--- src/rtl/lms_adaptive_fir.sv ---
// Sample-serial LMS adaptive FIR: filter, error and coefficient update on one multiplier.
// Define LMS_SIGN_ERROR_EN for the sign-error update (UPDATE then needs no multiplier).
module lms_adaptive_fir #(
    parameter int DATA_W   = 16,
    parameter int COEF_W   = 16,
    parameter int TAPS     = 32,
    parameter int MU_SHIFT = 8
) (
    input  logic                      clk,
    input  logic                      rst_n,
    input  logic                      in_valid,
    output logic                      in_ready,
    input  logic signed [DATA_W-1:0]  x_in,
    input  logic signed [DATA_W-1:0]  d_in,
    input  logic                      adapt_en,
    input  logic                      coef_wr_en,
    input  logic [$clog2(TAPS)-1:0]   coef_wr_addr,
    input  logic signed [COEF_W-1:0]  coef_wr_data,
    output logic signed [DATA_W-1:0]  y_out,
    output logic signed [DATA_W-1:0]  e_out,
    output logic                      out_valid,
    output logic                      busy
);

    localparam int IW    = $clog2(TAPS);
    localparam int AW    = (DATA_W > COEF_W) ? DATA_W : COEF_W;
    localparam int PW    = AW + DATA_W;
    localparam int FW    = DATA_W + COEF_W;
    localparam int ACC_W = FW + IW;
    localparam int SUM_W = PW + 2;

    typedef enum logic [1:0] {
        IDLE,
        FILTER,
        ERROR,
        UPDATE
    } state_t;

    state_t                   r_state;
    logic [IW-1:0]            r_idx;
    logic signed [DATA_W-1:0] r_x [TAPS];
    logic signed [COEF_W-1:0] r_w [TAPS];
    logic signed [DATA_W-1:0] r_d;
    logic                     r_adapt;
    logic signed [ACC_W-1:0]  r_acc;
    logic signed [DATA_W-1:0] r_y;
    logic signed [DATA_W-1:0] r_e;
    logic                     r_ov;

    logic                     w_last;
    logic signed [AW-1:0]     w_mul_a;
    logic signed [PW-1:0]     w_prod;
    logic signed [ACC_W-1:0]  w_acc_sh;
    logic                     w_y_ovf;
    logic signed [DATA_W-1:0] w_y;
    logic signed [DATA_W:0]   w_diff;
    logic signed [DATA_W-1:0] w_e;
    logic signed [SUM_W-1:0]  w_term;
    logic signed [SUM_W-1:0]  w_sum;
    logic                     w_w_ovf;
    logic signed [COEF_W-1:0] w_wnew;

    assign in_ready  = (r_state == IDLE) && !coef_wr_en;
    assign busy      = (r_state != IDLE);
    assign y_out     = r_y;
    assign e_out     = r_e;
    assign out_valid = r_ov;
    assign w_last    = (r_idx == IW'(TAPS - 1));

    // The one multiplier: w*x while filtering, e*x while updating.
    always_comb begin
        w_mul_a = AW'(r_w[r_idx]);
`ifndef LMS_SIGN_ERROR_EN
        if (r_state == UPDATE) begin
            w_mul_a = AW'(r_e);
        end
`endif
        w_prod = PW'(w_mul_a) * PW'(r_x[r_idx]);
    end

    always_comb begin
        w_acc_sh = r_acc >>> (COEF_W - 1);
        w_y_ovf  = !((&w_acc_sh[ACC_W-1:DATA_W-1]) ||
                     !(|w_acc_sh[ACC_W-1:DATA_W-1]));
        if (w_y_ovf) begin
            w_y = {w_acc_sh[ACC_W-1], {(DATA_W-1){~w_acc_sh[ACC_W-1]}}};
        end else begin
            w_y = w_acc_sh[DATA_W-1:0];
        end
    end

    always_comb begin
        w_diff = (DATA_W+1)'(r_d) - (DATA_W+1)'(w_y);
        if (w_diff[DATA_W] != w_diff[DATA_W-1]) begin
            w_e = {w_diff[DATA_W], {(DATA_W-1){~w_diff[DATA_W]}}};
        end else begin
            w_e = w_diff[DATA_W-1:0];
        end
    end

`ifdef LMS_SIGN_ERROR_EN
    logic signed [DATA_W:0] w_xe;
    logic signed [DATA_W:0] w_xt;

    always_comb begin
        w_xe = (DATA_W+1)'(r_x[r_idx]);
        w_xt = '0;
        if (r_e[DATA_W-1]) begin
            w_xt = -w_xe;
        end else if (r_e != '0) begin
            w_xt = w_xe;
        end
        w_term = SUM_W'(w_xt >>> MU_SHIFT);
    end
`else
    always_comb begin
        w_term = SUM_W'(w_prod >>> (DATA_W - 1 + MU_SHIFT));
    end
`endif

    always_comb begin
        w_sum   = SUM_W'(r_w[r_idx]) + w_term;
        w_w_ovf = !((&w_sum[SUM_W-1:COEF_W-1]) ||
                    !(|w_sum[SUM_W-1:COEF_W-1]));
        if (w_w_ovf) begin
            w_wnew = {w_sum[SUM_W-1], {(COEF_W-1){~w_sum[SUM_W-1]}}};
        end else begin
            w_wnew = w_sum[COEF_W-1:0];
        end
    end

    always_ff @(posedge clk) begin
        if (!rst_n) begin
            r_state <= IDLE;
            r_idx   <= '0;
            r_d     <= '0;
            r_adapt <= 1'b0;
            r_acc   <= '0;
            r_y     <= '0;
            r_e     <= '0;
            r_ov    <= 1'b0;
            for (int i = 0; i < TAPS; i++) begin
                r_x[i] <= '0;
                r_w[i] <= '0;
            end
        end else begin
            r_ov <= 1'b0;
            unique case (r_state)
                IDLE: begin
                    if (coef_wr_en) begin
                        if (int'(coef_wr_addr) < TAPS) begin
                            r_w[coef_wr_addr] <= coef_wr_data;
                        end
                    end else if (in_valid) begin
                        r_x[0] <= x_in;
                        for (int i = 1; i < TAPS; i++) begin
                            r_x[i] <= r_x[i-1];
                        end
                        r_d     <= d_in;
                        r_adapt <= adapt_en;
                        r_acc   <= '0;
                        r_idx   <= '0;
                        r_state <= FILTER;
                    end
                end
                FILTER: begin
                    r_acc <= r_acc + ACC_W'($signed(w_prod[FW-1:0]));
                    if (w_last) begin
                        r_idx   <= '0;
                        r_state <= ERROR;
                    end else begin
                        r_idx <= r_idx + 1'b1;
                    end
                end
                ERROR: begin
                    r_y     <= w_y;
                    r_e     <= w_e;
                    r_ov    <= 1'b1;
                    r_state <= r_adapt ? UPDATE : IDLE;
                end
                UPDATE: begin
                    r_w[r_idx] <= w_wnew;
                    if (w_last) begin
                        r_idx   <= '0;
                        r_state <= IDLE;
                    end else begin
                        r_idx <= r_idx + 1'b1;
                    end
                end
                default: r_state <= IDLE;
            endcase
        end
    end

endmodule

--- config.mk ---
export PLATFORM = sky130hd
export DESIGN_NAME = lms_adaptive_fir
export DESIGN_NICKNAME = d
export VERILOG_FILES = /design/src/rtl/lms_adaptive_fir.sv
export SDC_FILE = /design/constraint.sdc
export NUM_CORES = 2
export LEC_CHECK = 0
export BUFFER_PORTS_ARGS = -buffer_cell sky130_fd_sc_hd__clkbuf_2
export CAP_MARGIN = 20
export CELL_PAD_IN_SITES_DETAIL_PLACEMENT = 2
export CELL_PAD_IN_SITES_GLOBAL_PLACEMENT = 2
export CORE_MARGIN = 1
export CORE_UTILIZATION = 40
export DETAILED_ROUTE_END_ITERATION = 10
export GPL_TIMING_DRIVEN = 0
export PLACE_DENSITY = 0.69
export SETUP_SLACK_MARGIN = 0.3
export SYNTH_ARGS = -nofsm -noshare
export SYNTH_HDL_FRONTEND = slang
export SYNTH_SLANG_ARGS = --single-unit
--- constraint.sdc ---
create_clock -name clk -period 14.4 [get_ports clk]
set_input_delay 0.72 -clock clk [delete_from_list [all_inputs] [get_ports clk]]
set_output_delay 0.72 -clock clk [all_outputs]
set_load 0.02 [all_outputs]
# Word-level counts from Yosys, hierarchy flattened
# Memory sizes are Yosys's and may differ from the RTL's. A register that Yosys moved wholly into a read port is not among the register bits.
# Index checks and enable logic that the tools add are counted.
# classes
n_addsub,4
n_mul,1
eq_ne,9
n_mux,73
bitwise,36
n_reduce_logical,21
# ops
cell,n
2-to-1 mux 16 bit,38
2-to-1 mux 37 bit,2
one-hot mux 37 bit (2 select lines),1
2-to-1 mux 5 bit,9
adder 37 x 32 -> 37 bit,1
multiplier 16 x 16 -> 32 bit,1
bitwise OR 1 bit,32
OR reduction 16 bit,2
AND reduction 19 bit,1
OR reduction 19 bit,1
adder 16 x 9 -> 17 bit,1
subtractor 16 x 16 -> 17 bit,1
2-to-1 mux 1 bit,16
2-to-1 mux 2 bit,5
one-hot mux 5 bit (2 select lines),1
AND reduction 3 bit,3
inequality test 2 bit (second input constant),4
one-hot mux 2 bit (4 select lines),1
AND reduction 7 bit,1
OR reduction 7 bit,1
nonzero test 2 bit,3
adder 5 x 1 -> 5 bit (second input constant),1
equality test 5 bit (second input constant),1
equality test 2 bit (second input constant),2
9 further kinds,15
# totals
ff_bits,94
mem_bits_rw,1024
out_inout_bits,35
mem_count,2
# memory_table
name,words,word_bits,read_ports,rd_ports_with_merged_regs,wr,line_no,text
r_w,32,16,1,1,32,42,logic signed [COEF_W-1:0] r_w [TAPS];
r_x,32,16,32,1,32,41,logic signed [DATA_W-1:0] r_x [TAPS];

# Depth between registers and ports, before layout
# depth
ltp_word,9
mapped_depth,45
mapped_depth_nobuf,40

# Worst setup path after synthesis
# No wires, ideal clock.
# synth_path
kind,input-to-reg
start,input port in_valid
end,"memory r_x[0][0], enable pin"
arrival_time_ps,10957
setup_slack_ps,2586
path_stages,3
n_path_buf,0
path_cell_list,nor2b_1 -> a21oi_1 -> inv_1
# synth_rtl
item,line_no,text
start: declaration,11,"input logic in_valid,"
end: declaration,41,

==> results.cfg <==
[die]
core.rowCount = 143
die_w_um = 395
initial_core_util_pct = 40.5
boundary_pins = 93
core-area_mm2 = 0.153
die-area_mm2 = 0.156
die_height_um = 395

[drt]
avgViaCountPerCell = 5.64
route.detailed.drc = 0
first_pass_iters = 8
route.vias.total = 40000
detail_route.iter0.violations = 3073
detail-route-antenna-nets = 0
totalWireLength_mm = 206
routedWlPerCell_um = 29.0

[logic_synthesis]
synth-xor-area-share_pct = 1.21
synth_largest_area_cell = sky130_fd_sc_hd__edfxtp_1
largest_family_of_logic_cells_by_synthesized_area = simple AND/OR/NAND/NOR gates
synthesis.yosys.warnings = 0
post_synth_mux_area_share_pct = 12.6
synthSimpleGateAreaFrac_pct = 13.1
synth_seq_cells = 1123
synthesis.instances = 4696
asyncSetResetFlopFracSynth_pct = 0
synth_cell_area_mm2 = 0.0618
synthDominantCellAreaShare_pct = 49.8
fraction_of_the_mapped_netlist_area_in_compound_gates_pct = 4.37
seq_area_frac_synth_pct = 53.0
ys_types = 68
syn-num-nets = 5173
netlist_top_cells_area = sky130_fd_sc_hd__edfxtp_1, sky130_fd_sc_hd__mux4_2, sky130_fd_sc_hd__fa_1, sky130_fd_sc_hd__and2_1, sky130_fd_sc_hd__nor2_1
synthAdderAreaFrac_pct = 11.9
syn_avg_cell_area_um2 = 13.2
top_ff_cell_synth = sky130_fd_sc_hd__edfxtp_1
edff_count_synth = 1024

[critical_path]
r2r.worst_path.cells = 40
critical_path.max_fanout = 10
crit_slowest_cell = sky130_fd_sc_hd__clkbuf_1
r2r_setup_slack_ns = 1.00
worstSetupPathType = flop to flop
worstPathRequired_ns = 14.91
critical-path-top-cell-by-count = sky130_fd_sc_hd__fa_1
timing.critical_path.from_type = flop
r2r_end = r_w[11][3]
critical_path.max_stage_delay_ns = 0.72
setup.worst_path.end_class = flop
arrival_time_of_data_at_the_critical_path_endpoint_ns = 13.91

[timing]
fin_crit_sh_pct = 93.1
max_freq_mhz = 74.6
rsz0062_at_grt = false
hold_violations = 0
relSlewSlack_pct = 25.2
fin_setup_tns_ns = 0
timing.clock.skew_ns = 0.0838
setup_viol = 0
layout_min_cycle_time_ns = 13.40
tightest_slew_ns = 1.12
timing.final.max_slew_violations = 0

[global_route]
grt_overflow_total = 0
grt_usage_pct = 26.6
grt_max_degree = 133
grt_first_pass_wirelength_mm = 302
antenna_found_initial = 12
grt_pass1_vias = 44300

[pwr]
p_leak_nw = 26.7
ir_worst_vdd_mv = 0.394
post-layout-total-power_mw = 16.4
power_density_cells_mw_per_mm2 = 235

[clock_network]
clock_tree.htree_level_count = 4
worst_skew_pair.late_latency_ns = 0.78
root_buffer = sky130_fd_sc_hd__clkbuf_16
cts_inserted_buffers = 132
cts_sinks = 1123
cts_buffer_depth = 3
tritoncts = yes
clk_pin_slew_worst_paths_ns = 0.07
cts-hold-fix-buffers = 0

[finish]
postLayoutCellArea_mm2 = 0.0698
post_route_cells_drive_above_1_share_pct = 15.6
final-instance-count-excl-fill = 7090
layout.nets = 5437
synthToLayoutAreaGrowth_pct = 12.9

[min_path]
holdCritStartpoint = d_in[8]
whs_path_depth = 2
min-delay-path-class = input pin to flop
worst_hold_path.endpoint = r_d[8]

[placement]
dpl.hpwl_mm = 153
gpl.final_weighted_congestion = 0.823
io_buffers = 92
placed_cells = 6844
dpl_cell_area_mm2 = 0.0652

[run_status]
run_status = complete, no violations

[run]
maxCapViolations = 0
[cell families after synthesis]
group                    after synthesis
flip-flops                          1123
adder cells (fa/ha/maj)              433
XOR/XNOR                              84
multiplexers                         372
AND/OR/NAND/NOR                     1644
buffers and inverters                617
AO/OA/AOI/OAI                        423
[stage by stage]
step	hold slack [ns]	setup slack, ns	util (%)
floorplan	0.441	2.59	-
global placement	0.472	-2.67	42.5
detailed placement	0.471	-1.06	42.7
CTS	0.155	0.308	45.6
global route	0.187	0.334	45.7
finish	0.207	1.00	45.7
[layout make-up]
| type | count | area, um2 |
|---|---|---|
| Antenna cell | 3 | 7.51 |
| Timing Repair Buffer | 131 | 976 |
| Sequential cell | 1123 | 32700 |
| Buffer | 286 | 1260 |
| Inverter | 330 | 1250 |
| Fill cell | 14900 | 82800 |
| Tap cell | 2030 | 2540 |
| Clock buffer | 170 | 3520 |
| Multi-Input combinational cell | 2956 | 26900 |
| Clock inverter | 61 | 572 |
[report_power, final]
group	internal (mW)	total [mW]	switching [mW]
Combinational	3.39	9.33	5.93
Sequential	3.76	3.85	0.0967
Clock	1.80	3.25	1.45
[how the worst max path moves through the flow]
stage,cells after the start,slack (ns),to,start
6_report,40,1.00,r_w[11][3],flop
3_5_place_dp,41,-1.06,r_w[14][11],flop
2_1_floorplan,3,2.59,r_x[0][0],in_valid
4_1_cts,40,0.31,r_w[13][10],flop
3_3_place_gp,4,-2.67,r_x[7][9],coef_wr_en
5_1_grt,35,0.33,r_w[11][3],flop
[layer usage]
| layer | global-route usage (%) | up-vias | share of wire (%) |
|---|---|---|---|
| li1 | - | 17200 | - |
| met3 | 4.82 | 298 | 5.7 |
| met1 | 34.1 | 21400 | 41 |
| met2 | 45.5 | 1085 | 50 |
| met4 | 8.22 | 0 | 2.9 |
| met5 | 0 | - | 0 |
[repair_timing]
| item | CTS | global route |
|---|---|---|
| buffers inserted | 5 | 3 |
| gates resized for setup | 47 | 62 |
| pin swaps | 3 | 2 |
| endpoints found under the hold margin | 0 | 0 |
| setup endpoints to repair | 510 | 508 |
[synth_stat cells (64+ instances only)]
library cell,count
sky130_fd_sc_hd__a21oi_1,115
sky130_fd_sc_hd__edfxtp_1,1024
sky130_fd_sc_hd__nor2_1,659
sky130_fd_sc_hd__ha_1,154
sky130_fd_sc_hd__nor2b_1,77
sky130_fd_sc_hd__inv_1,329
sky130_fd_sc_hd__clkbuf_1,210
sky130_fd_sc_hd__mux4_2,320
sky130_fd_sc_hd__and2_1,538
sky130_fd_sc_hd__dfxtp_1,99
sky130_fd_sc_hd__o21ai_0,83
sky130_fd_sc_hd__nand2_1,201
sky130_fd_sc_hd__buf_2,64
sky130_fd_sc_hd__fa_1,265
[placed cells by master (no fill, tap or decap), types with 44 or more instances in the layout]
cell type and n:
sky130_fd_sc_hd__fa_1 265, sky130_fd_sc_hd__buf_2 44, sky130_fd_sc_hd__edfxtp_1 1024, sky130_fd_sc_hd__and2_1 538, sky130_fd_sc_hd__o21ai_0 82, sky130_fd_sc_hd__clkbuf_1 217, sky130_fd_sc_hd__nor2b_1 77, sky130_fd_sc_hd__dfxtp_1 99
sky130_fd_sc_hd__ha_1 154, sky130_fd_sc_hd__clkbuf_16 135, sky130_fd_sc_hd__inv_1 328, sky130_fd_sc_hd__nand2_1 201, sky130_fd_sc_hd__nor2_1 659, sky130_fd_sc_hd__a21oi_1 114, sky130_fd_sc_hd__mux4_2 320, sky130_fd_sc_hd__nand2b_1 49
sky130_fd_sc_hd__nor3_1 44, sky130_fd_sc_hd__xnor2_1 58, sky130_fd_sc_hd__clkbuf_2 117
[sequential cells by signal, indices dropped and copies added (netlist names), named ones only]
register / flops
r_acc: 37
r_state: 2
r_d: 16
e_out: 16
out_valid: 1
r_idx: 5
r_x: 512
r_w: 512
r_adapt: 1
y_out: 16
[critical path: cells and delay by family, from the launching register on]
| kind | cells | cell delay, ns |
|---|---|---|
| mux | 3 | 1.10 |
| compound gates | 13 | 3.47 |
| flops | 1 | 0.42 |
| fa+ha+maj | 8 | 3.74 |
| simple gates | 4 | 0.99 |
| buf+inv | 11 | 3.10 |
| xor+xnor | 1 | 0.29 |
(Power assumes the default switching activity.)
